===== config.mk =====
export PLATFORM = sky130hd
export DESIGN_NAME = fetch_queue
export DESIGN_NICKNAME = d
export VERILOG_FILES = /design/src/rtl/fetch_queue.sv
export SDC_FILE = /design/constraint.sdc
export NUM_CORES = 1
export LEC_CHECK = 0
export BUFFER_PORTS_ARGS = -buffer_cell sky130_fd_sc_hd__clkbuf_2
export CAP_MARGIN = 20
export CELL_PAD_IN_SITES_DETAIL_PLACEMENT = 2
export CELL_PAD_IN_SITES_GLOBAL_PLACEMENT = 2
export CORE_MARGIN = 1.5
export CORE_UTILIZATION = 36
export DETAILED_ROUTE_END_ITERATION = 10
export GPL_TIMING_DRIVEN = 1
export PLACE_DENSITY_LB_ADDON = 0.12
export SKIP_LAST_GASP = 1
export SYNTH_ARGS = -nofsm -noshare
export SYNTH_HDL_FRONTEND = slang
export SYNTH_SLANG_ARGS = --single-unit

===== constraint.sdc =====
create_clock -name clk -period 5 [get_ports clk]
set_input_delay 0.25 -clock clk [delete_from_list [all_inputs] [get_ports clk]]
set_output_delay 0.25 -clock clk [all_outputs]
set_load 0.005 [all_outputs]

===== src/rtl/fetch_queue.sv =====
// fetch_queue: small in-order queue between fetch and decode.
// Flush empties it and opens a short window that drops late fetch beats.
//
// Ports:
//   clk, rst                        clock, synchronous active-high reset
//   flush, stall                    redirect from execute, hold from decode
//   in_valid/in_pc/in_instr         fetch beat; in_ready accepts it
//   out_valid/out_pc/out_instr      head entry for decode (NOP when empty)
//   count                           occupied entries
//   kill_active                     post-flush discard window open
module fetch_queue #(
    parameter int          XLEN        = 32,
    parameter int          DEPTH       = 2,
    parameter int          KILL_CYCLES = 1,
    parameter logic [31:0] NOP         = 32'h00000013
) (
    input  logic                       clk,
    input  logic                       rst,
    input  logic                       flush,
    input  logic                       stall,
    input  logic                       in_valid,
    input  logic [XLEN-1:0]            in_pc,
    input  logic [31:0]                in_instr,
    output logic                       in_ready,
    output logic                       out_valid,
    output logic [XLEN-1:0]            out_pc,
    output logic [31:0]                out_instr,
    output logic [$clog2(DEPTH+1)-1:0] count,
    output logic                       kill_active
);

    localparam int AW = $clog2(DEPTH);
    localparam int CW = $clog2(DEPTH+1);

    logic [XLEN-1:0] pc_mem_q    [DEPTH];
    logic [31:0]     instr_mem_q [DEPTH];

    logic [AW-1:0] wr_ptr_q, wr_ptr_d;
    logic [AW-1:0] rd_ptr_q, rd_ptr_d;
    logic [CW-1:0] count_q, count_d;
    logic [2:0]    kill_q, kill_d;

    logic store;
    logic pop;

    // Handshake and head presentation
    always_comb begin
        kill_active = (kill_q != 3'd0);
        // Ready while killing so the fetch side drains
        // its stale beats instead of stalling on them.
        in_ready    = (count_q < CW'(DEPTH)) | kill_active;
        out_valid   = (count_q != '0);
        store       = in_valid & in_ready
                    & ~flush & ~kill_active;
        pop         = out_valid & ~stall & ~flush;
        out_pc      = out_valid ? pc_mem_q[rd_ptr_q] : '0;
        out_instr   = out_valid ? instr_mem_q[rd_ptr_q] : NOP;
        count       = count_q;
    end

    // Next-state
    always_comb begin
        wr_ptr_d = wr_ptr_q;
        rd_ptr_d = rd_ptr_q;
        count_d  = count_q;
        kill_d   = kill_q;
        if (flush) begin
            wr_ptr_d = '0;
            rd_ptr_d = '0;
            count_d  = '0;
            kill_d   = 3'(KILL_CYCLES);
        end else begin
            if (store) wr_ptr_d = wr_ptr_q + AW'(1);
            if (pop)   rd_ptr_d = rd_ptr_q + AW'(1);
            unique case ({store, pop})
                2'b10:   count_d = count_q + CW'(1);
                2'b01:   count_d = count_q - CW'(1);
                default: count_d = count_q;
            endcase
            if (kill_active) kill_d = kill_q - 3'd1;
        end
    end

    always_ff @(posedge clk) begin
        if (rst) begin
            wr_ptr_q <= '0;
            rd_ptr_q <= '0;
            count_q  <= '0;
            kill_q   <= 3'd0;
        end else begin
            wr_ptr_q <= wr_ptr_d;
            rd_ptr_q <= rd_ptr_d;
            count_q  <= count_d;
            kill_q   <= kill_d;
        end
    end

    // Storage is not reset; it is masked while count is zero.
    always_ff @(posedge clk) begin
        if (store && !rst) begin
            pc_mem_q[wr_ptr_q]    <= in_pc;
            instr_mem_q[wr_ptr_q] <= in_instr;
        end
    end

endmodule

==> results of run 1 <==
==> cell families after synthesis <==
| group | synth area share |
|---|---|
| compound gates | 0.00817 |
| xor+xnor | 0.00673 |
| fa+ha+maj | 0.00721 |
| buf+inv | 0.0214 |
| flops | 0.769 |
| mux | 0.123 |
| simple gates | 0.0649 |
==> cell usage in the layout, fill, tap and decap left out, types with 2 or more instances in the layout <==
| cell type | netlist | routed |
|---|---|---|
| ha_1 | 3 | 3 |
| o21ai_0 | 2 | 2 |
| clkbuf_2 | 1 | 137 |
| clkbuf_1 | 0 | 4 |
| inv_1 | 5 | 5 |
| nor2_4 | 0 | 2 |
| buf_4 | 7 | 3 |
| dfxtp_1 | 8 | 7 |
| mux2i_1 | 64 | 64 |
| a21oi_1 | 5 | 5 |
| or3_1 | 2 | 2 |
| nand2_1 | 5 | 5 |
| edfxtp_1 | 128 | 128 |
| clkbuf_16 | 0 | 17 |
| nor2_1 | 68 | 66 |
| clkinv_1 | 0 | 8 |
| xnor2_1 | 3 | 3 |
==> synth_stat cells <==
cell	instances	share of area
a211oi_1	1	0.0014
a21oi_1	5	0.0048
and3_1	1	0.0012
and4bb_2	1	0.0024
buf_2	7	0.0067
buf_4	7	0.010
clkbuf_2	1	0.00096
dfxtp_1	8	0.031
edfxtp_1	128	0.74
ha_1	3	0.0072
inv_1	5	0.0036
mux2i_1	64	0.12
nand2_1	5	0.0036
nand2b_1	1	0.0012
nand3b_1	1	0.0014
nor2_1	68	0.049
nor3_1	1	0.00096
nor3b_1	1	0.0014
o21ai_0	2	0.0019
or2_2	1	0.0012
or3_1	2	0.0024
xnor2_1	3	0.0050
xor2_1	1	0.0017
==> cell type report <==
type | count | area (sq um) | area share
clock inverters | 9 | 60.1 | 0.00908
well taps | 180 | 225 | 0.0340
flip-flops and latches | 136 | 4010 | 0.606
clock buffers | 21 | 440 | 0.0666
inverters | 5 | 18.8 | 0.00284
multi-input cells | 161 | 1110 | 0.168
repair buffers | 142 | 756 | 0.114
==> per-layer routing <==
layer,wire [microns],share of wire,track usage,up-vias
met2,6300,0.51,0.273,92
met4,150,0.012,0.0625,0
met3,592,0.048,0.0507,11
li1,-,-,-,1457
met1,5310,0.43,0.208,1546
met5,0,0,0,-
==> sequential cells by signal, indices dropped and copies added, names as in the netlist, named ones only <==
register     count
wr_ptr_q         1
pc_mem_q        64
count            2
rd_ptr_q         1
kill_q           3
instr_mem_q     64
==> how the worst min path moves through the flow <==
stage	endpoint	slack (ns)	cells past startpoint
2_1_floorplan	kill_q[0]$_SDFFE_PP0P_	0.32	1
3_3_place_gp	kill_q[0]$_SDFFE_PP0P_	0.44	2
3_5_place_dp	pc_mem_q[0][20]$_DFFE_PP_	0.44	1
4_1_cts	kill_q[0]$_SDFFE_PP0P_	0.004	2
5_1_grt	pc_mem_q[1][14]$_DFFE_PP_	0.01	1
6_report	kill_q[0]$_SDFFE_PP0P_	0.02	2
==> through the flow <==
step,cells,worst slack [ns],hold slack [ns]
2_1_floorplan,317,0.935,0.319
3_3_place_gp,622,2.27,0.440
3_5_place_dp,622,2.20,0.445
4_1_cts,652,2.18,0.00422
5_1_grt,654,2.21,0.00960
6_report,654,2.36,0.0215
==> power groups by stage <==
stage               Clock (mW)  Sequential [mW]  Combinational, mW
CTS                       1.10             1.28              0.125
detailed placement           0             1.31              0.124
global placement             0             1.30              0.117
global route              1.15             1.28              0.140
floorplan                    0             1.30             0.0571
finish                    1.08             1.28              0.126
==> worst max-delay path, cell delays in order, from the launching register on <==
cell and delay [ns]:
dfxtp_1 0.32, inv_1 0.09, ha_1 0.21, and4bb_2 0.30
and3_2 0.76, buf_4 0.56
==> impl_results.md, run 1 <==
- Status: finished, final reports clean
- CP Launch Type: flop
- Synth cell types: 23
- Hold Fails Final Rpt: 0
- Critical Path AT: 2.68 ns
- Die width: 123 microns
- WL per Instance: 18.9 microns
- Final setup TNS: 0 ns
- Initial DRT Pass Iterations: 4
- Slew Viols, Final: 0
- Net Count, Synth: 389
- RSZ-0062 raised after global routing: no
- Worst setup EP type: flop
- Layout cells sized above 1: 0.350
- Ports: 138
- Worst clock skew: 0.0134 ns
- Largest net degree at the start of global routing: 65
- Post-synthesis sequential area ratio: 0.769
- Worst-margin pin slew: 0.851 ns
- F_max: 379 MHz
- Sequential Power Share: 0.515
- VDD IR-drop max: 0.000242 V
- Drt total wl: 12300 microns
- Vias in the first global route: 3368
- Final Cycle Share: 0.527
- Overflow after GRT: 0
- Height of the die: 123 microns
- Core Rows: 43
- Total vias in the final route: 3106
- Max-Cap Viols: 0
- # hold bufs at CTS: 0
- R2r setup slk: 2.36 ns
- Starting DRT DRC Count: 138
- ANT cells: 0
- Clock group share of total power: 0.435
- Filler cell count: 1377
- Skew-Pair Late Insertion Delay: 0.41 ns
- Port bufs: 137
- Num CTS Buffers: 17
- Syn Area/Cell: 16.4 sq um
- DRC viols: 0
- Combinational Power Share: 0.051
- Post-CTS Resized: 0
- Fin util: 0.473
- CP Data Required Time: 5.04 ns
- Warnings, synthesis: 0
- Clock sink count: 136
- R2R Path End: pc_mem_q[1][25]$_DFFE_PP_
- Worst Setup EP: pc_mem_q[1][25]$_DFFE_PP_
- Synth Cell Area: 5210 sq um
- Slew margin rel.: 0.433
- Root buf cell: clkbuf_16
- Min Clock Period, post-route: 2.64 ns
- Clk slew on worst S/H paths: 0.05 ns
- Post CTS Setup Buffer Count: 0
- Initial antenna violation count: 0
- Dpl hpwl: 8080 microns
- FF+latch count, synth: 136
- Effective utilization at floorplan: 0.372
- PwrDens: 376 nW/um^2
- Critical Path Fanout Max: 34
- Worst reg2reg startpoint: kill_q[0]$_SDFFE_PP0P_
- Final nets: 535
- HP Start: rst
- Finished Cell Area: 6620 sq um
- DP Area: 6070 sq um
- Hold Path Class: in -> reg
- Global-route wire length before repair: 18100 microns
- Internal power: 1.99 mW
- Syn Inst Count: 317
- Leakage: 2.40 nW
- Final Wtd Congestion: 0.705
- Area Overhead vs Synth: 27.0%
- Clock Tree Buf Depth: 2
- Total power: 2.49 mW
- Net load switching power: 0.500 mW
- Final Setup Violations: 0
- Core area: 14000 sq um
- CTS tree: yes
- Die area: 15200 sq um
- Crit path from: kill_q[0]$_SDFFE_PP0P_
- Critical path class: reg -> reg
- # H-tree levels: 4
- Sw frac: 0.201
- R2R depth: 5
- DR vias/cell: 4.75
- Gr usage total: 0.166
- Post-route ant nets: 0
(Power assumes the default switching activity.)
==> inputs of run 2 (changes only) <==
--- a/config.mk
+++ b/config.mk
@@ -10,7 +10,7 @@
 export CELL_PAD_IN_SITES_DETAIL_PLACEMENT = 2
 export CELL_PAD_IN_SITES_GLOBAL_PLACEMENT = 2
 export CORE_MARGIN = 1.5
-export CORE_UTILIZATION = 36
+export CORE_UTILIZATION = 33
 export DETAILED_ROUTE_END_ITERATION = 10
 export GPL_TIMING_DRIVEN = 1
 export PLACE_DENSITY_LB_ADDON = 0.12
==> constraint.sdc (replaced) <==
create_clock -name clk -period 2.3 [get_ports clk]
set_input_delay 0.115 -clock clk [delete_from_list [all_inputs] [get_ports clk]]
set_output_delay 0.115 -clock clk [all_outputs]
set_load 0.005 [all_outputs]
==> impl_results.md, run 2 (synthesized netlist as in run 1, its figures left out) <==
- ANT cells: 0 (unchanged)
- Final Setup Violations: 0 (unchanged)
- Min Clock Period, post-route: 1.93 ns (was 2.64 ns)
- Height of the die: 129 microns (was 123 microns)
- Initial antenna violation count: 0 (unchanged)
- Ports: 138 (unchanged)
- CP Data Required Time: 2.64 ns (was 5.04 ns)
- Effective utilization at floorplan: 0.340 (was 0.372)
- Sw frac: 0.200 (was 0.201)
- PwrDens: 747 nW/um^2 (was 376 nW/um^2)
- # H-tree levels: 4 (unchanged)
- DRC viols: 0 (unchanged)
- Critical path class: reg -> reg (unchanged)
- F_max: 519 MHz (was 379 MHz)
- Post-route ant nets: 0 (unchanged)
- Clk slew on worst S/H paths: 0.05 ns (about the same)
- Skew-Pair Late Insertion Delay: 0.41 ns (about the same)
- Leakage: 2.71 nW (was 2.40 nW)
- Worst clock skew: 0.00548 ns (was 0.0134 ns)
- Commonest non-fill, non-tap cell in the layout: clkbuf_2 (unchanged)
- Largest net degree at the start of global routing: 39 (was 65)
- Port bufs: 137 (unchanged)
- DR vias/cell: 4.44 (was 4.75)
- Area Overhead vs Synth: 41.6% (was 27.0%)
- Root buf cell: clkbuf_16 (unchanged)
- Fin util: 0.482 (was 0.473)
- Post CTS Setup Buffer Count: 0 (unchanged)
- Final Wtd Congestion: 0.666 (was 0.705)
- Slew margin rel.: 0.681 (was 0.433)
- Max-Cap Viols: 0 (unchanged)
- Most frequent cells in the layout: clkbuf_2 (137), edfxtp_1 (128), nor2_1 (66), dlygate4sd3_1 (66), mux2i_1 (64) (was clkbuf_2 (137), edfxtp_1 (128), nor2_1 (66), mux2i_1 (64), clkbuf_16 (17))
- Final Cycle Share: 0.838 (was 0.527)
- Critical Path Fanout Max: 4 (was 34)
- Final setup TNS: 0 ns (unchanged)
- WL per Instance: 16.6 microns (was 18.9 microns)
- Drt total wl: 12600 microns (was 12300 microns)
- Initial DRT Pass Iterations: 4 (unchanged)
- Die width: 129 microns (was 123 microns)
- Pre-CTS setup slack: 0.358 ns (was 2.20 ns)
- Regs by FF count: instr_mem_q x64, pc_mem_q x64, kill_q x3 (unchanged)
- Num CTS Buffers: 17 (unchanged)
- Status: finished, final reports clean (unchanged)
- Net load switching power: 1.10 mW (was 0.500 mW)
- Fin worst setup slack: 0.373 ns (was 2.36 ns)
- Final nets: 606 (was 535)
- Starting DRT DRC Count: 118 (was 138)
- Hold Fails Final Rpt: 0 (unchanged)
- Filler cell count: 1495 (was 1377)
- Combinational Power Share: 0.067 (was 0.051)
- Clock group share of total power: 0.428 (was 0.435)
- Layout cells sized above 1: 0.317 (was 0.350)
- Core Rows: 45 (was 43)
- CTS tree: yes (unchanged)
- Overflow after GRT: 0 (unchanged)
- Gr usage total: 0.165 (was 0.166)
- Critical Path AT: 2.27 ns (was 2.68 ns)
- Hold Path Class: in -> reg (unchanged)
- CP Launch Type: flop (unchanged)
- Clock Tree Buf Depth: 2 (unchanged)
- RSZ-0062 raised after global routing: no (unchanged)
- Vias in the first global route: 3850 (was 3368)
- Sequential Power Share: 0.505 (was 0.515)
- Die area: 16500 sq um (was 15200 sq um)
- Global-route wire length before repair: 20000 microns (was 18100 microns)
- Worst setup EP type: flop (unchanged)
- Dpl hpwl: 7810 microns (was 8080 microns)
- Post-Layout Cell Count: 756 (was 654)
- Internal power: 4.41 mW (was 1.99 mW)
- Placed cell count: 660 (was 622)
- Slew Viols, Final: 0 (unchanged)
- Worst-margin pin slew: 0.478 ns (was 0.851 ns)
- Clock sink count: 136 (unchanged)
- Core area: 15300 sq um (was 14000 sq um)
- Total vias in the final route: 3359 (was 3106)
- Final hold slack: 0.0440 ns (was 0.0215 ns)
- VDD IR-drop max: 0.000427 V (was 0.000242 V)
## run 2: cell types whose count changed in the layout (fill, tap and decap cells not counted)
cell           delta
dlygate4sd3_1    +66
buf_16            -1
buf_12            +3
clkinv_1          -4
clkinv_2          +2
clkbuf_1          +2
buf_4             +3
## run 2: repair_timing
action | 4_1_cts | 5_1_grt
hold endpoints to repair | 129 | 0
resized for setup | 0 | 0
hold buffers | 66 | 0
## run 2: power groups by stage
stage	logic, mW	registers, mW	clock network (mW)
final	0.368	2.78	2.36
after global routing	0.410	2.79	2.54
after CTS	0.374	2.78	2.42
after detailed placement	0.281	2.83	0
after global placement	0.269	2.83	0
after floorplan	0.125	2.83	0
## run 2: layout make-up
type | count | area (sq um) | area share
Inverter | 5 | 18.8 | 0.00254
Clock buffer | 23 | 448 | 0.0607
Multi-Input combinational cell | 161 | 1110 | 0.150
Timing Repair Buffer | 213 | 1470 | 0.200
Sequential cell | 136 | 4010 | 0.543
Tap cell | 211 | 264 | 0.0358
Clock inverter | 7 | 55.1 | 0.00747
## run 2: routing by layer
layer	wire [microns]	track usage	vias to the layer above
met1	5220	0.187	1644
met3	474	0.0387	16
met5	0	0	-
li1	-	-	1600
met2	6680	0.294	99
met4	205	0.0780	0
## run 2: through the flow
step,total power [mW],instance area [sq um]
final,5.51,7370
after CTS,5.58,7370
after global placement,3.10,6210
after global routing,5.73,7370
after detailed placement,3.11,6210
after floorplan,2.95,5220
## run 2: worst paths after layout
| path | start | endpoint | slack [ns] | cells past startpoint |
|---|---|---|---|---|
| worst max register to register | kill_q[0]$_SDFFE_PP0P_ | count[1]$_SDFFE_PP0P_ | 0.37 | 7 |
| worst min register to register | kill_q[1]$_SDFFE_PP0P_ | kill_q[1]$_SDFFE_PP0P_ | 0.51 | 2 |
| worst min-delay path | stall | flop | 0.04 | 3 |
| worst max-delay path | kill_q[0]$_SDFFE_PP0P_ | count[1]$_SDFFE_PP0P_ | 0.37 | 7 |
## run 2: critical path, cell delays in order, from the launching register on
cell	delay (ns)
dfxtp_1	0.32
inv_1	0.09
ha_1	0.21
and4bb_2	0.30
nand2_1	0.08
ha_1	0.34
or3_1	0.36
a21oi_1	0.15
